<file path="config.mk">
export PLATFORM = sky130hd
export DESIGN_NAME = helper_axis_arbiter
export DESIGN_NICKNAME = d
export VERILOG_FILES = /design/src/rtl/helper_axis_arbiter.sv
export SDC_FILE = /design/constraint.sdc
export NUM_CORES = 1
export LEC_CHECK = 0
export CORE_UTILIZATION = 30
export DETAILED_ROUTE_END_ITERATION = 16
export GPL_TIMING_DRIVEN = 0
export HOLD_SLACK_MARGIN = 0.12
export PLACE_DENSITY = 0.75
export SLEW_MARGIN = 20
export SYNTH_ARGS = -nofsm -noshare
export SYNTH_HDL_FRONTEND = slang
export SYNTH_SLANG_ARGS = --single-unit
</file>
<file path="constraint.sdc">
create_clock -name clk -period 5.7 [get_ports clk]
set_input_delay 0.855 -clock clk [delete_from_list [all_inputs] [get_ports clk]]
set_output_delay 0.855 -clock clk [all_outputs]
set_load 0.03 [all_outputs]
</file>
<file path="src/rtl/helper_axis_arbiter.sv">
// Two-source round-robin AXIS arbiter with burst-locked grants.
// Each grant lasts BURST_LEN accepted beats; output_id tags the owning source.
module helper_axis_arbiter #(
    parameter int DATA_WIDTH = 10,
    parameter int BURST_LEN  = 4
) (
    input  logic                  clk,
    input  logic                  rst,
    input  logic                  input_0_valid,
    input  logic [DATA_WIDTH-1:0] input_0_data,
    output logic                  input_0_ready,
    input  logic                  input_1_valid,
    input  logic [DATA_WIDTH-1:0] input_1_data,
    output logic                  input_1_ready,
    output logic                  output_valid,
    output logic [DATA_WIDTH-1:0] output_data,
    output logic                  output_last,
    output logic                  output_id,
    input  logic                  output_ready,
    output logic [1:0]            debug_state
);

    localparam int CNT_W = ($clog2(BURST_LEN) < 1) ? 1 : $clog2(BURST_LEN);
    localparam logic [CNT_W-1:0] LAST_CNT = CNT_W'(BURST_LEN - 1);

    typedef enum logic [1:0] {
        IDLE   = 2'd0,
        GRANT0 = 2'd1,
        GRANT1 = 2'd2
    } state_t;

    state_t           state, state_next;
    logic [CNT_W-1:0] beat_cnt, beat_cnt_next;
    logic             last_served, last_served_next;
    logic             cur_id;
    logic             own_valid;
    logic             other_valid;
    logic             beat;

    assign debug_state = state;

    always_ff @(posedge clk or posedge rst) begin
        if (rst) begin
            state       <= IDLE;
            beat_cnt    <= '0;
            last_served <= 1'b1;
        end else begin
            state       <= state_next;
            beat_cnt    <= beat_cnt_next;
            last_served <= last_served_next;
        end
    end

    // Pure pass-through while granted; everything reads 0 in IDLE (and thus in reset).
    always_comb begin
        output_valid  = 1'b0;
        output_data   = '0;
        output_id     = 1'b0;
        input_0_ready = 1'b0;
        input_1_ready = 1'b0;
        case (state)
            GRANT0: begin
                output_valid  = input_0_valid;
                output_data   = input_0_data;
                input_0_ready = output_ready;
            end
            GRANT1: begin
                output_valid  = input_1_valid;
                output_data   = input_1_data;
                output_id     = 1'b1;
                input_1_ready = output_ready;
            end
            default: ;
        endcase
        output_last = output_valid && (beat_cnt == LAST_CNT);
    end

    always_comb begin
        state_next       = state;
        beat_cnt_next    = beat_cnt;
        last_served_next = last_served;
        cur_id      = (state == GRANT1);
        own_valid   = cur_id ? input_1_valid : input_0_valid;
        other_valid = cur_id ? input_0_valid : input_1_valid;
        beat        = (state != IDLE) && output_valid && output_ready;
        case (state)
            IDLE: begin
                if (input_0_valid && input_1_valid)
                    state_next = last_served ? GRANT0 : GRANT1;
                else if (input_0_valid)
                    state_next = GRANT0;
                else if (input_1_valid)
                    state_next = GRANT1;
            end
            default: begin
                if (beat) begin
                    if (beat_cnt == LAST_CNT) begin
                        // Rotation is decided on the last beat so the next burst starts without a bubble.
                        beat_cnt_next    = '0;
                        last_served_next = cur_id;
                        if (other_valid)
                            state_next = cur_id ? GRANT0 : GRANT1;
                        else if (!own_valid)
                            state_next = IDLE;
                    end else begin
                        beat_cnt_next = beat_cnt + CNT_W'(1);
                    end
                end
            end
        endcase
    end

endmodule

</file>
After elaboration in Yosys (flattened, before gate mapping)

Cells that the tools add are included.

Register bits: 5
Input bits: 25
Word-level logic and storage cells: 39

Add/subtract/negate cells: 1
Mux-type cells: 18
Reduce and logical (&&, ||, !) cells: 11
Bitwise logic cells: 1
Equal/unequal tests: 5

Operator list:

| operator                                                                 | number |
|---|---|
| 2-bit two-way mux                                                        | 11 |
| 10-bit case mux with 2 select lines                                      | 1 |
| 2-bit nonzero test                                                       | 3 |
| 1-bit two-way mux                                                        | 5 |
| 2-bit equality test (second input constant)                              | 2 |
| 1-bit logical AND                                                        | 4 |
| 4-bit inequality test (second input constant)                            | 1 |
| 4-bit AND reduction                                                      | 1 |
| 3-bit by 1-bit inequality test with 1-bit output (second input constant) | 1 |
| 3-bit AND reduction                                                      | 1 |
| 2-bit by 1-bit adder with 2-bit output (second input constant)           | 1 |
| 2-bit by 1-bit equality test with 1-bit output (second input constant)   | 1 |
| 2-bit logical NOT                                                        | 1 |
| 1-bit case mux with 2 select lines                                       | 1 |
| 2-bit AND reduction                                                      | 1 |
| 1-bit inverter                                                           | 1 |

Depth between registers and ports, before layout

Gate-level depths: netlist of the first run.

Depth after elaboration: 7
Gate-level depth with buffers: 7
Gate-level depth less buffers: 6

Worst setup path after synthesis of the first run

OpenSTA, ideal clock, no wires.

Kind: register -> output
Start: register state[0] (netlist: debug_state[0])
End: output port output_last
Slack: 2774 ps
Buffers on the path: 1
Data arrival time: 2071 ps
Data required time: 4845 ps
Stages on the path, launching flop included: 8
Path through: dfrtp_1 > inv_1 > ha_1 > buf_4 > a22oi_2 > nor2b_1 > nand2_1 > inv_1

Cells in the longest elaborated chain, start to end: 3
Elaborated cells on any way between the ends: 4
Those cells by class: 2 x eq/ne; 1 x mux; 1 x reduce/logical

RTL lines:

| element                                                                                      | RTL line | source |
|---|---|---|
| start, declared                                                                              | 32       | `state_t state, state_next;` |
| start signal, assigned                                                                       | 48       | `state <= state_next;` |
| 2-bit equality test / 2-bit by 1-bit equality test with 1-bit output (equally long branches) | 61       | `case (state)` |
| 1-bit case mux with 2 select lines (*)                                                       | 61       |  |
| via output_valid                                                                             | 15       | `output logic output_valid,` |
| 1-bit logical AND (*)                                                                        | 75       | `output_last = output_valid && (beat_cnt == LAST_CNT);` |
| end, declared                                                                                | 17       | `output logic output_last,` |

Mark *: on every way through the listed nets, which the timed path passes. The rest lies on a longest branch.

Worst setup path in the final report of the first run

Start: input port input_1_valid
End: output port output_last

Cells in the longest elaborated chain, start to end: 2

RTL lines:

| element                            | RTL line | source |
|---|---|---|
| start, declared                    | 12       | `input logic input_1_valid,` |
| 1-bit case mux with 2 select lines | 61       |  |
| 1-bit logical AND                  | 75       |  |

Every way passes these cells.

==> results of run 1 <==
worst max-delay path, cell delays in order:
cell and delay, ps:
clkdlybuf4s50_1 550, a22oi_2 110, nor2b_1 200, nand2_1 80
inv_1 50, clkdlybuf4s50_1 660
placed cells by master, fill, tap and decap left out, types with 2 or more instances in the layout:
cell type        count
ha_1                 4
clkbuf_1             4
and2_1               2
nand2_1              3
a22oi_1             10
mux2_2               3
clkbuf_4             3
nor2b_1             12
dfrtp_1              4
mux2i_1              2
clkdlybuf4s50_1     41
inv_1                4
metal layers:
metal | track usage [%] | vias up | share of wire (%)
met3 | 2.92 | 2 | 4.6
met2 | 27.8 | 17 | 51
met5 | 0 | - | 0
li1 | - | 299 | -
met4 | 5.63 | 0 | 0.60
met1 | 22.9 | 240 | 44
power by group through the flow:
stage | clock network [mW] | logic [mW] | registers, mW
after floorplan | 0 | 0.273 | 0.0814
after global placement | 0 | 0.438 | 0.0678
after detailed placement | 0 | 0.443 | 0.0689
after CTS | 0.0432 | 0.445 | 0.0683
after global routing | 0.0447 | 0.474 | 0.0713
final | 0.0409 | 0.439 | 0.0681
per-stage QoR:
step | setup WS, ps | hold WS (ps) | utilization (%) | cells | cell area, µm²
floorplan | 2770 | 484 | - | 59 | 518
global placement | 2330 | 497 | 60.8 | 116 | 948
detailed placement | 2340 | 500 | 60.8 | 116 | 948
CTS | 2330 | 509 | 62.5 | 120 | 975
global route | 2240 | 524 | 62.5 | 120 | 975
finish | 2340 | 505 | 62.5 | 120 | 975
sequential cells by signal, summed over array words and instances, names as in the netlist:
register     flops
beat_cnt         2
last_served      1
debug_state      2
final cells by class:
class / count / area share [%]
Tap cell: 16 / 2.05
Clock buffer: 4 / 2.70
Multi-Input combinational cell: 46 / 36.7
Buffer: 4 / 1.93
Sequential cell: 5 / 13.0
Timing Repair Buffer: 41 / 42.1
Inverter: 4 / 1.54
kinds of logic (layout without fill, tap and decap cells):
kind of cell	Yosys count	count (layout)
AO/OA/AOI/OAI	15	15
multiplexers	6	6
AND/OR/NAND/NOR	21	21
buffers and inverters	8	53
adder cells (fa/ha/maj)	4	4
flip-flops	5	5
path summary, 6_finish.rpt:
| path | from | end | depth (start not counted) | slack [ps] |
|---|---|---|---|---|
| min reg2reg | beat_cnt[1] | beat_cnt[1] | 1 | 500 |
| max in group asynchronous | rst | last_served | 2 | 4660 |
| max reg2reg | debug_state[0] | debug_state[0] | 7 | 3610 |
| min in group asynchronous | rst | beat_cnt[0] | 2 | 800 |
| max | input_1_valid | output_last | 6 | 2340 |
| min | beat_cnt[1] | beat_cnt[1] | 1 | 500 |
==> summary.md, run 1 <==
| Metric | Value |
|---|---|
| Core box area | 1560 µm² |
| Die width | 43.6 µm |
| Main synth FF type | dfrtp_1 |
| CTS Sinks | 5 |
| Number of global-route vias before repair | 551 |
| GRT Total Usage | 17.1% |
| Fin. max-slew vios | 0 |
| Setup TNS | 0 ps |
| Power density of the placed cells | 562 nW/µm² |
| Setup violations, final | 0 |
| CTS root buf | clkbuf_4 |
| Max_cap viols | 0 |
| DR vias | 558 |
| Yosys warnings | 0 |
| Status | finished with violations |
| Adder-cell area share of the yosys netlist | 9.66% |
| Crit share post-route | 58.9% |
| Synth Area in XOR/XNOR | 0% |
| Commonest cells post-synth | nor2b_1, a22oi_1, dfrtp_1, ha_1, inv_1 |
| Worst slew margin | 71.1% |
| CTS tree | yes |
| Synthesized Nets | 88 |
| Compound-cell area share of the yosys netlist | 21.7% |
| Worst-Margin Slew | 433 ps |
| #FFs+latches synth | 5 |
| Simple-gate share of the synthesized area | 25.1% |
| Htree depth | 1 |
| Routed WL | 1.50 mm |
| Leak pwr | 0.383 nW |
| Die ar. | 1900 µm² |
| Synth cell types | 22 |
| Setup crit end kind | output pin |
| Failing checks | DRC |
| DRC violations left | 4 |
| DR vias/cell | 4.65 |
| Clock Power Share | 7.5% |
| Required @ worst endpoint | 4850 ps |
| Crit Path Max Fanout | 5 |
| Synth area leader | dfrtp_1 |
| Yosys top cell area share | 19.3% |
| Initial Util | 33.2% |
| Multi-input logic area | 358 µm² |
| TritonCTS Buffers | 3 |
| Reg area | 126 µm² |
| Post-synthesis sequential area ratio | 24.4% |
| Vert. Die Dim | 43.6 µm |
| Switching power | 265 µW |
| Hold WC Path Type | reg -> reg |
| Critical setup path kind | in -> out |
| WL/cell | 12.5 µm |
| Post-synth ARST share | 100% |
| Crit start category | input pin |
| N_diodes | 0 |
| Number of flops mapped to enable cells by yosys | 0 |
| Cell-internal power | 283 µW |
| # IOs | 42 |
| ANT nets after route | 0 |
| Cell area after synthesis | 518 µm² |
| Seq pwr share | 12.4% |
| Clock Latency Late Sink | 240 ps |
| First-pass GRT wire length | 2.46 mm |
| Post-CTS setup buffer count | 0 |
| FILL cells | 143 |
| Post-route clock skew | 6.50 ps |
| Post-cts gate resize count | 0 |
| Port buffer count | 41 |
| Final HPWL DP | 1.22 mm |
| Nets | 134 |
| RSZ-0062 raised after global routing | no |
| Global route total overflow | 0 |
| Initial antenna violation count | 0 |
| Tmin final | 3360 ps |
| Mean Syn Cell Area | 8.78 µm² |
| Worst vdd ir | 0.000317 V |
| Multiplexer share of the synthesized area | 12.6% |
| Count leader, synth | nor2b_1 |
| Clock-pin slew on the worst setup and hold paths | 40 ps |
| Combinational power share | 80.1% |
| Largest family of logic cells by synthesized area | simple AND/OR/NAND/NOR gates |
| 1st-pass router iterations | 10 |
| Area delta synth->final | 88.2% |
| Clock buffer depth | 2 |
| Max Fclk | 298 MHz |
| Final estimated routing congestion in global placement | 0.709 |
| Final hold viol count | 0 |
| Switching Fraction | 48.3% |
| Proportion of layout cells with a drive suffix above 1 | 10.6% |
| Drt first-iter violations | 16 |
| Arr. time, crit path | 2500 ps |
| # rows | 14 |
| Top post-synthesis cells by area | dfrtp_1, a22oi_1, nor2b_1 |
| Total power | 548 µW |
| Largest net degree at the start of global routing | 11 |
| Post-CTS Hold Buffers | 0 |
| Synth Instances | 59 |
No activity file was read; power rests on OpenSTA's default activity.
==> inputs of run 2 (changes only) <==
CORE_UTILIZATION = 28   (was 30)
PLACE_DENSITY = 0.73   (was 0.75)
clock period = 2.8 ns   (was 5.7 ns; I/O delays follow)
==> run 2 against run 1 <==
Compared with the run above: the flow now finishes without violations; sequential power is 110% higher; first-iteration DRC count is 19% lower; largest cell class unchanged; routed wire length is 0.53% lower; largest power group unchanged; critical endpoint is now output_data[3]; clock skew is 1.7 ps higher; critical path type is now reg -> out; combinational power is 100% higher; sequential cell count stayed put; setup slack worse by 2100 ps; final area is 1.3% higher.
==> summary.md, run 2 (synthesis gave the netlist of run 1 again) <==
| Metric | Value |
|---|---|
| Status | finished clean |
| N_diodes | 0 (unchanged) |
| # rows | 15 (+1) |
| Tmin final | 2560 ps |
| DR vias | 570 (+2.2%) |
| Setup crit start | debug_state[0] |
| Clock-pin slew on the worst setup and hold paths | 50 ps (about the same) |
| Most frequent cells in the layout | clkdlybuf4s50_1, nor2b_1, a22oi_1 |
| Htree depth | 1 (unchanged) |
| Critical setup path kind | reg -> out |
| Crit start category | flip-flop |
| Post-CTS Hold Buffers | 0 (unchanged) |
| Crit share post-route | 91.5% |
| Routed WL | 1.49 mm (-0.53%) |
| Port buffer count | 41 (unchanged) |
| Initial antenna violation count | 0 (unchanged) |
| Vert. Die Dim | 45.0 µm (+3.3%) |
| ANT nets after route | 0 (unchanged) |
| Fin. max-slew vios | 0 (unchanged) |
| GRT Total Usage | 15.3% (-1.8 points) |
| Final hold viol count | 0 (unchanged) |
| TritonCTS Buffers | 3 (unchanged) |
| DRC violations left | 0 (-4) |
| Post-CTS setup buffer count | 0 (unchanged) |
| WL/cell | 11.7 µm (-6.8%) |
| Worst slew margin | 77.6% (+6.5 points) |
| Largest net degree at the start of global routing | 17 (+6) |
| DR vias/cell | 4.45 (-4.2%) |
| Setup crit end kind | output pin |
| Power density of the placed cells | 1130 nW/µm² (+100%) |
| Post-route clock skew | 8.24 ps (+1.74 ps) |
| Drt first-iter violations | 13 (-3) |
| Die ar. | 2030 µm² (+6.8%) |
| Setup TNS | 0 ps (unchanged) |
| Final HPWL DP | 1.25 mm (+2.4%) |
| Required @ worst endpoint | 2380 ps (-2470 ps) |
| Worst r2r src | debug_state[0] |
| RSZ-0062 raised after global routing | no |
| Global route total overflow | 0 (unchanged) |
| Number of global-route vias before repair | 555 (+0.73%) |
| Proportion of layout cells with a drive suffix above 1 | 12.6% (+2.0 points) |
| CTS tree | yes |
| Clock Latency Late Sink | 250 ps (about the same) |
| CTS root buf | clkbuf_4 |
| Initial Util | 30.0% (-3.2 points) |
| Nets | 133 (-0.75%) |
| 1st-pass router iterations | 4 (-6) |
| Setup violations, final | 0 (unchanged) |
| Clock buffer depth | 2 (unchanged) |
| Post-cts gate resize count | 0 (unchanged) |
| Max_cap viols | 0 (unchanged) |
| Worst-Margin Slew | 334 ps (-98.9 ps) |
| Hold WC Path Type | in -> async |
| Commonest non-fill, non-tap cell in the layout | clkdlybuf4s50_1 |
| Total power | 1.12 mW (+100%) |
| Leak pwr | 0.407 nW (+6.0%) |
| CTS Sinks | 5 (unchanged) |
| Worst vdd ir | 0.000692 V (+120%) |
| Crit Path Max Fanout | 10 (+5) |
| Max Fclk | 390 MHz |
| Core box area | 1730 µm² (+11%) |
| Final estimated routing congestion in global placement | 0.680 (-4.1%) |
| Arr. time, crit path | 2140 ps (-360 ps) |
| First-pass GRT wire length | 2.26 mm (-7.9%) |
| # IOs | 42 (unchanged) |
| Die width | 45.0 µm (+3.3%) |
| Area delta synth->final | 90.6% |
==> run 2: layout make-up <==
class                   instances  area [µm²]
fillers                       166         739
clock inverters                 1        5.00
multi-input cells              46         358
repair buffers                 41         413
inverters                       4        15.0
plain buffers                   3        16.3
clock buffers                   3        22.5
flip-flops and latches          5         126
well taps                      25        31.3
==> run 2: path summary, 6_finish.rpt <==
check / end / slack (ps) / cells past startpoint
hold reg to reg: beat_cnt[1] / 510 / 1
setup / recovery: output_data[3] / 240 / 5
max in group asynchronous: last_served / 2180 / 2
hold / removal: debug_state[1] / 370 / 2
min in group clk: beat_cnt[1] / 510 / 1
setup reg to reg: debug_state[0] / 650 / 7
==> run 2: routing by layer <==
| layer | up-vias | GRT usage, % | part of all wire [%] | wire (µm) |
|---|---|---|---|---|
| met4 | 0 | 7.27 | 0 | 0 |
| met1 | 267 | 19.0 | 45 | 667 |
| met5 | - | 0 | 0 | 0 |
| met2 | 7 | 25.5 | 54 | 807 |
| met3 | 0 | 2.40 | 1.1 | 17 |
| li1 | 296 | - | - | - |
==> run 2: metrics by stage <==
stage	worst slack, ps	util [%]	hold WS [ps]	cells	instance area (µm²)
finish	237	57.2	367	128	987
detailed placement	238	55.6	509	125	960
global route	49.0	57.2	394	128	987
CTS	97.6	57.0	360	128	983
floorplan	309	-	198	59	518
global placement	267	55.6	498	125	960
==> run 2: worst max-delay path: stages, from the launching register on <==
cell and delay [ps]:
dfrtp_1 380, inv_1 80, ha_1 300, clkbuf_1 260
nor2b_1 180, clkdlybuf4s50_1 690
==> run 2: power breakdown <==
| part | switching, mW | internal (mW) | leakage (nW) |
|---|---|---|---|
| sequential | 0.0266 | 0.114 | 0.0577 |
| clock | 0.0324 | 0.0518 | 0.0177 |
| combinational | 0.483 | 0.407 | 0.331 |
